==> config.mk <==
export PLATFORM = sky130hd
export DESIGN_NAME = serial_subtractor
export DESIGN_NICKNAME = d
export VERILOG_FILES = /design/src/rtl/serial_subtractor.sv
export SDC_FILE = /design/constraint.sdc
export NUM_CORES = 1
export LEC_CHECK = 0
export CORE_MARGIN = 5
export CORE_UTILIZATION = 55
export CTS_CLUSTER_SIZE = 25
export DETAILED_ROUTE_END_ITERATION = 6
export GPL_ROUTABILITY_DRIVEN = 0
export PLACE_DENSITY = 0.84
export SLEW_MARGIN = 0
export SYNTH_ARGS = -nofsm -noshare
export SYNTH_HDL_FRONTEND = slang
export SYNTH_SLANG_ARGS = --single-unit
export TNS_END_PERCENT = 100
==> constraint.sdc <==
create_clock -name clk -period 4.7 [get_ports clk]
set_input_delay 0.94 -clock clk [delete_from_list [all_inputs] [get_ports clk]]
set_output_delay 0.94 -clock clk [all_outputs]
set_load 0.01 [all_outputs]
==> src/rtl/serial_subtractor.sv <==
// serial_subtractor
//   Multi-cycle unsigned subtractor: out = in1 - in2 mod 2^WIDTH, with
//   borrow_out = (in1 < in2). DIGIT bits are processed per clock, LSB digit
//   first, through a single DIGIT-bit subtract cell and a registered borrow.
//   A valid/ready handshake is used on both the operand and result sides.
//   Accept, compute and deliver never overlap: IDLE -> BUSY -> DONE -> IDLE.

module serial_subtractor #(
  parameter int WIDTH = 32,
  parameter int DIGIT = 1
) (
  input  logic             clk,
  input  logic             rst,
  input  logic             in_valid,
  output logic             in_ready,
  input  logic [WIDTH-1:0] in1,
  input  logic [WIDTH-1:0] in2,
  output logic             out_valid,
  input  logic             out_ready,
  output logic [WIDTH-1:0] out,
  output logic             borrow_out
);

  // Number of digit steps and the counter that walks through them.
  localparam int N     = WIDTH / DIGIT;
  localparam int CNT_W = (N > 1) ? $clog2(N) : 1;

  localparam logic [CNT_W-1:0] CNT_ZERO = {CNT_W{1'b0}};
  localparam logic [CNT_W-1:0] CNT_ONE  = CNT_W'(1);
  localparam logic [CNT_W-1:0] LAST_CNT = CNT_W'(N - 1);

  typedef enum logic [1:0] {
    IDLE = 2'd0,
    BUSY = 2'd1,
    DONE = 2'd2
  } state_t;

  // One digit of subtraction done at DIGIT+1 bits; the MSB of the result is
  // the borrow passed on to the next digit.
  function automatic logic [DIGIT:0] digit_sub(
    input logic [DIGIT-1:0] a,
    input logic [DIGIT-1:0] b,
    input logic             b_in
  );
    logic [DIGIT:0] r;
    r = {1'b0, a} - {1'b0, b} - {{DIGIT{1'b0}}, b_in};
    return r;
  endfunction

  // Controller state.
  state_t state_r;
  state_t state_s;

  // Registered handshake outputs.
  logic in_ready_r;
  logic out_valid_r;

  // Operand shift registers. The minuend register doubles as the result
  // register: each step consumes its low digit and the new difference digit
  // enters at the MSB end, so after N steps it holds the full difference.
  logic [WIDTH-1:0] a_sh_r;
  logic [WIDTH-1:0] b_sh_r;
  logic [CNT_W-1:0] cnt_r;
  logic             borrow_r;

  // Presented result, updated only on the edge that enters DONE.
  logic [WIDTH-1:0] out_r;
  logic             borrow_out_r;

  // Per-step combinational values.
  logic             accept_s;
  logic             deliver_s;
  logic             last_step_s;
  logic [DIGIT:0]   step_s;
  logic [WIDTH-1:0] a_step_s;
  logic [WIDTH-1:0] b_step_s;

  assign accept_s    = (state_r == IDLE) && in_valid && in_ready_r;
  assign deliver_s   = (state_r == DONE) && out_valid_r && out_ready;
  assign last_step_s = (state_r == BUSY) && (cnt_r == LAST_CNT);

  assign step_s   = digit_sub(a_sh_r[DIGIT-1:0], b_sh_r[DIGIT-1:0], borrow_r);
  assign b_step_s = b_sh_r >> DIGIT;

  // A single-digit build has nothing to shift down; otherwise the new digit
  // is placed above the remaining bits.
  generate
    if (DIGIT == WIDTH) begin : g_one_digit
      assign a_step_s = step_s[DIGIT-1:0];
    end else begin : g_multi_digit
      assign a_step_s = {step_s[DIGIT-1:0], a_sh_r[WIDTH-1:DIGIT]};
    end
  endgenerate

  // State register; reset returns to IDLE and aborts any operation in flight.
  always_ff @(posedge clk) begin
    if (rst) begin
      state_r <= IDLE;
    end else begin
      state_r <= state_s;
    end
  end

  // Next-state decode: accept in IDLE, count digits in BUSY, hand off in DONE.
  always_comb begin
    state_s = state_r;
    case (state_r)
      IDLE: begin
        if (accept_s) begin
          state_s = BUSY;
        end else begin
          state_s = IDLE;
        end
      end
      BUSY: begin
        if (last_step_s) begin
          state_s = DONE;
        end else begin
          state_s = BUSY;
        end
      end
      DONE: begin
        if (deliver_s) begin
          state_s = IDLE;
        end else begin
          state_s = DONE;
        end
      end
      default: begin
        state_s = IDLE;
      end
    endcase
  end

  // Handshake flags registered from the next state so they track the FSM
  // cycle-for-cycle without combinational paths to the ports.
  always_ff @(posedge clk) begin
    if (rst) begin
      in_ready_r  <= 1'b1;
      out_valid_r <= 1'b0;
    end else begin
      in_ready_r  <= (state_s == IDLE);
      out_valid_r <= (state_s == DONE);
    end
  end

  // Datapath: capture operands on accept, step one digit per BUSY cycle and
  // latch the final difference and borrow on the last step.
  always_ff @(posedge clk) begin
    if (rst) begin
      a_sh_r       <= {WIDTH{1'b0}};
      b_sh_r       <= {WIDTH{1'b0}};
      cnt_r        <= CNT_ZERO;
      borrow_r     <= 1'b0;
      out_r        <= {WIDTH{1'b0}};
      borrow_out_r <= 1'b0;
    end else begin
      case (state_r)
        IDLE: begin
          if (accept_s) begin
            a_sh_r   <= in1;
            b_sh_r   <= in2;
            cnt_r    <= CNT_ZERO;
            borrow_r <= 1'b0;
          end
        end
        BUSY: begin
          a_sh_r   <= a_step_s;
          b_sh_r   <= b_step_s;
          borrow_r <= step_s[DIGIT];
          cnt_r    <= cnt_r + CNT_ONE;
          if (last_step_s) begin
            out_r        <= a_step_s;
            borrow_out_r <= step_s[DIGIT];
          end
        end
        default: begin
          // DONE and unused encodings hold the datapath.
          a_sh_r <= a_sh_r;
        end
      endcase
    end
  end

  assign in_ready   = in_ready_r;
  assign out_valid  = out_valid_r;
  assign out        = out_r;
  assign borrow_out = borrow_out_r;

endmodule

==> impl_metrics.yaml <==
detailed_routing:
  wl_mm: 11.2
  drt_pass1_iterations: 4
  wl_per_cell_um: 16.6
  ant_nets: 0
  drc_errors: 0
  num_vias: 3936
  routed_via_density: 5.85
  dr.first_iter.drc_count: 171
synthesis:
  syn_nets: 565
  synthCells: 494
  synth.yosys.seq_area_share_pct: 41.4
  ys_async_sr_fraction_pct: 0
  synth_cell_type_count: 36
  synth_edf_count: 0
  yosysWarnings: 0
  synth-main-ff-cell: "dfxtp_1"
  avgSynthCellArea_um2: 10.5
  syn_area_mm2: 0.00517
  synth_seq_cells: 107
pwr:
  leakage_uw: 0.00257
  power_density_mw_per_mm2: 313
  peakVddDrop_mv: 0.173
  finalPower_uw: 1970
die:
  die_h_um: 107
  dieArea_mm2: 0.0114
  die_x_um: 107
  io_pins: 103
  core_area_mm2: 0.00920
  fp-row-count: 35
  initial_core_util_pct: 56.2
layout:
  nFillCells: 719
  fin_area_mm2: 0.00627
  multi_input_area_mm2: 0.00271
  nets: 628
  antenna_cells: 0
  syn2layout_area_growth_pct: 21.3
  final-seq-area_mm2: 0.00215
  post-route-util_pct: 68.2
  drive_above_1_share_pct: 15.3
global_route:
  grt_overflow: 0
  grt_pass1_vias: 3825
  antenna_found_initial: 0
  grt_pass1_wl_mm: 18.3
  grt.total_usage_pct: 19.4
  grt_max_degree: 136
worst_setup_path:
  crit_fanout: 85
  crit_chain: "clkdlybuf4s50_1, a21oi_4, buf_12, o21ai_0, a21oi_1"
  slowest_delay_ps: 890
  cp_top_family: "compound AO/OA/AOI/OAI gates"
  crit_slowest_cell: "a21oi_4"
  crit_buf_inv: 2
  required_ps: 4980
  crit_arrival_ps: 3080
  end_kind: "register"
  path_class: "in -> reg"
  startpoint_type: "input port"
clock_tree:
  clk_latency_ps: 360
  cts_buffer_depth: 2
  cts_hold_buf: 0
  cts-resized-gates: 0
  clk_transition_reported_paths_ps: 100
  cts_tree: "yes"
  cts_max_level: 3
  cts_setup_buffers: 0
  clock_sinks: 107
  cts_root_buffer: "clkbuf_8"
  numCtsBuffers: 9
timing:
  worstMarginPinSlew_ps: 1220
  slew_headroom_pct: 18.4
  hold_viol: 0
  slew_viol_final: 0
  setup_viol: 0
  skew_ps: 15.1
  fmax_mhz: 357
  fin_setup_tns_ps: 0
  period_minus_slack_ps: 2800
  period_share_pct: 59.6
  rsz0062_at_grt: "false"
worst_hold_path:
  min_path_type: "reg -> reg"
placed_design:
  dp_hpwl_mm: 7.19
  portBuffers: 102
  dpl_cell_area_mm2: 0.00607
run:
  cap_violations: 0
outcome:
  status: "finished, final reports clean"
## cells in the final DEF (no fill, tap or decap), drive strengths merged, types with 3 or more instances in the layout
cell	netlist	routed
clkdlybuf4s50	0	102
nand2b	3	3
nor2	3	3
nand2	69	69
a21oi	42	42
o21bai	60	60
dfxtp	107	107
and2	3	3
o311a	60	60
clkbuf	36	11
buf	19	5
o21ai	8	8
mux2	60	60
## synthesized netlist by cell type (2+ instances only)
cell	count	area (um2)
a211oi_1	2	15.0
a21oi_1	42	210
and2_1	3	18.8
buf_12	5	100
buf_2	10	50.1
buf_6	3	33.8
clkbuf_1	36	135
dfxtp_1	107	2140
ha_1	2	25.0
inv_1	2	7.51
mux2_2	4	45.0
mux2_4	56	841
mux2i_1	2	20.0
nand2_1	69	259
nand2b_1	2	12.5
nand3b_1	2	15.0
nor2_1	3	11.3
o21ai_0	8	40.0
o21bai_1	60	450
o311a_1	60	601
## metal layers
metal / GRT usage, % / vias up / routed length [um] / share of wire [%]
met1: 25.9 / 1893 / 5000 / 45
met2: 31.7 / 84 / 5580 / 50
met3: 3.55 / 10 / 487 / 4.4
li1: - / 1949 / - / -
met5: 0 / - / 0 / 0
met4: 6.67 / 0 / 122 / 1.1
## power by group
part / switching (uW) / leakage (uW) / internal (uW) / total [uW]
clock: 310 / 0.0000957 / 263 / 573
sequential: 43.5 / 0.000880 / 973 / 1020
combinational: 144 / 0.00159 / 234 / 378
## state kept, by name, indices dropped and copies added, names as in the netlist
name        count
a_sh_r         32
b_sh_r         32
borrow_out      1
borrow_r        1
cnt_r           5
in_ready        1
out            32
out_valid       1
state_r         2
## worst paths after layout
path                                       startpoint                       to  slack (ps)  cells past startpoint
worst max register to register  state_r[0]$_SDFF_PP0_  a_sh_r[16]$_SDFFE_PP0P_        2450                      3
worst min register to register   out[28]$_SDFFE_PP0P_     out[28]$_SDFFE_PP0P_         460                      2
worst min-delay path             out[28]$_SDFFE_PP0P_     out[28]$_SDFFE_PP0P_         460                      2
worst max-delay path                         in_valid    cnt_r[1]$_SDFFE_PP0P_        1900                      5
## cell families (layout without fill, tap and decap cells)
logic type / Yosys count / count (layout) / synth area share, %
simple gates: 87 / 87 / 7.33
buf+inv: 57 / 125 / 6.46
compound gates: 178 / 178 / 26.4
fa+ha+maj: 3 / 3 / 0.871
mux: 62 / 62 / 17.5
flops: 107 / 107 / 41.4
## through the flow
| stage | instances | setup slack [ps] | hold slack, ps |
|---|---|---|---|
| after floorplan | 494 | 2770 | 439 |
| after global placement | 657 | 1650 | 443 |
| after detailed placement | 657 | 1540 | 446 |
| after CTS | 673 | 1930 | 461 |
| after global routing | 673 | 1740 | 483 |
| final | 673 | 1900 | 459 |
## worst reg2reg max path: cells and delay by family, from the launching register on
family | cells | cell delay, ps
DFF | 1 | 580
AOI/OAI and AO/OA | 1 | 300
and+or+nand+nor | 1 | 680
muxes | 1 | 600
## final cells by class
cell class | instances | share of cell area (%)
multi-input combinational | 330 | 43.1
sequential | 107 | 34.2
timing repair buffer | 107 | 17.1
clock buffer | 11 | 2.25
tap | 111 | 2.21
clock inverter | 5 | 0.997
inverter | 2 | 0.120
Power figures use the tool's default switching activity.
==> RTL edit (same flow settings) <==
Change the parameter `WIDTH` from 32 to 64.
--- a/src/rtl/serial_subtractor.sv
+++ b/src/rtl/serial_subtractor.sv
@@ -6,7 +6,7 @@
 //   Accept, compute and deliver never overlap: IDLE -> BUSY -> DONE -> IDLE.
 
 module serial_subtractor #(
-  parameter int WIDTH = 32,
+  parameter int WIDTH = 64,
   parameter int DIGIT = 1
 ) (
   input  logic             clk,
Interface: changed (resized in1, in2 and out); port bits go from 103 to 199. The function was not compared with the original's and may differ.
==> RTL edit against the unedited design <==
- global-route usage is 6.1 points higher
- design area is 82% higher
- synthesized area is 73% higher
- routed wire length is 130% higher
- worst setup slack better by 0.12 ns
- total power is 110% higher
- final cell count is 110% higher
- sequential share of layout area is 1.6 points higher
- sequential cell count is 97 higher
- maximum frequency is 4.6% higher
==> RTL edit: results (changes against the unedited design) <==
Syn Nets 1220 (+120%); clk buf depth 3 (+1); dpl hpwl 15.2 mm (+110%); pin count of the biggest net entering global routing 135 (-0.74%); Clk. pwr 1650 µW (+190%); post-CTS setup buffer count 0 (unchanged); synthesized area per cell 8.25 µm² (-21%); filler cell count 1276 (+77%); GRT Residual Overflow 0 (unchanged); slowest stage delay, CP 1.03 ns (+0.14 ns); number of H-tree levels 1 (-2); Final #Nets 1324 (+110%); Routed WL per cell 17.9 µm (+7.6%); top post-synthesis cells by area dfxtp_1 46%, a21oi_1 11%, nand2_1 11%, a311oi_1 11%, nand4_1 4.5%; Vias/cell 6.17 (+5.6%); share of layout cells above drive strength 1 0.0639 (-0.0891); vias in the first global route 8116 (+110%); Initial DRC Count 718 (+320%); final wirelength 25.4 mm (+130%); leak pwr 0.00391 µW (+52%); Overall Global Routing Usage 0.256 (+0.0614); port bufs 198 (+94%); register area share after synthesis 0.456 (+0.0414); most instantiated cells after synthesis 257 x nand2_1, 204 x dfxtp_1, 202 x a21oi_1; Warnings, synthesis 0 (unchanged); CTS clk-pin slew, worst paths 0.06 ns (-0.04 ns); first-pass GRT wire length 40.5 mm (+120%); iteration count of the initial detailed-routing pass 7 (+3); Top FF cell, synth dfxtp_1; cts bufs inserted 22 (+13); Worst VDD drop 0.000277 V (+60%); post-place setup slack 1.59 ns (+0.0498 ns); Post-CTS Resized 0 (unchanged); placed inst area 10700 µm² (+76%); clock root buffer clkbuf_16; Slew @ Worst Pin 1.12 ns (-0.102 ns); Async SR Flop Fraction 0 (unchanged); worst hold path class reg2reg; max-slew violations 0 (unchanged); n_diodes 0 (unchanged); CP Max Fanout 36 (-58%); Netlist cell types 33 (-8.3%); Worst Clk Skew 0.0139 ns (-0.00125 ns); Flop pwr share 0.466 (-0.051); run status complete, no violations; initial antenna violation count 0 (unchanged); Switch Pwr 1110 µW (+120%); placed insts 1382 (+110%); cell-internal power 3070 µW (+110%); CP max stage cell nand4b_1; Clk Latency, worst-skew pair 0.50 ns (+0.14 ns)
RTL edit: cell count changes in the layout (fill, tap and decap cells not counted), moves of 61 or more:
cell | unedited run | this run
nand4_1 | 0 | 64
a21oi_1 | 41 | 202
dfxtp_1 | 106 | 204
o21ai_0 | 8 | 69
nand2_1 | 69 | 257
a311oi_1 | 0 | 108
clkdlybuf4s50_1 | 102 | 197
RTL edit: logic make-up after synthesis:
group                    count (synthesis)  share of synthesized area
buffers and inverters                  134                     0.0758
AND/OR/NAND/NOR                        340                      0.169
AO/OA/AOI/OAI                          406                      0.296
flip-flops                             204                      0.456
adder cells (fa/ha/maj)                  2                    0.00363
RTL edit: worst max-delay path, delay by kind of cell (launching register included):
kind	cells	cell delay [ns]
simple gates	2	1.37
buf+inv	1	0.60
flops	1	0.49
compound gates	1	0.12
RTL edit: per-layer routing:
metal  part of all wire  wire length (µm)  vias to the layer above  global-route usage
met5                  0                 0                        -                   0
met4              0.020               518                        0              0.0704
met3              0.090              2280                       41              0.0438
met2               0.47             12000                      405               0.412
met1               0.42             10700                     4146               0.355
li1                   -                 -                     4181                   -
RTL edit: path summary, 6_finish.rpt:
path / slack, ns / startpoint / endpoint / cells after the start
max reg2reg: 2.02 / state_r[1] / out[63] / 4
min reg2reg: 0.47 / out[38] / out[38] / 2
max: 2.02 / state_r[1] / out[63] / 4
min: 0.47 / out[38] / out[38] / 2
RTL edit: layout make-up:
cell class	instances	area, µm²	area share
Multi-Input combinational cell	748	4230	0.371
Clock inverter	7	60.1	0.00527
Tap cell	216	270	0.0237
Sequential cell	204	4080	0.358
Timing Repair Buffer	210	2100	0.184
Clock buffer	32	638	0.0560
Inverter	4	17.5	0.00154
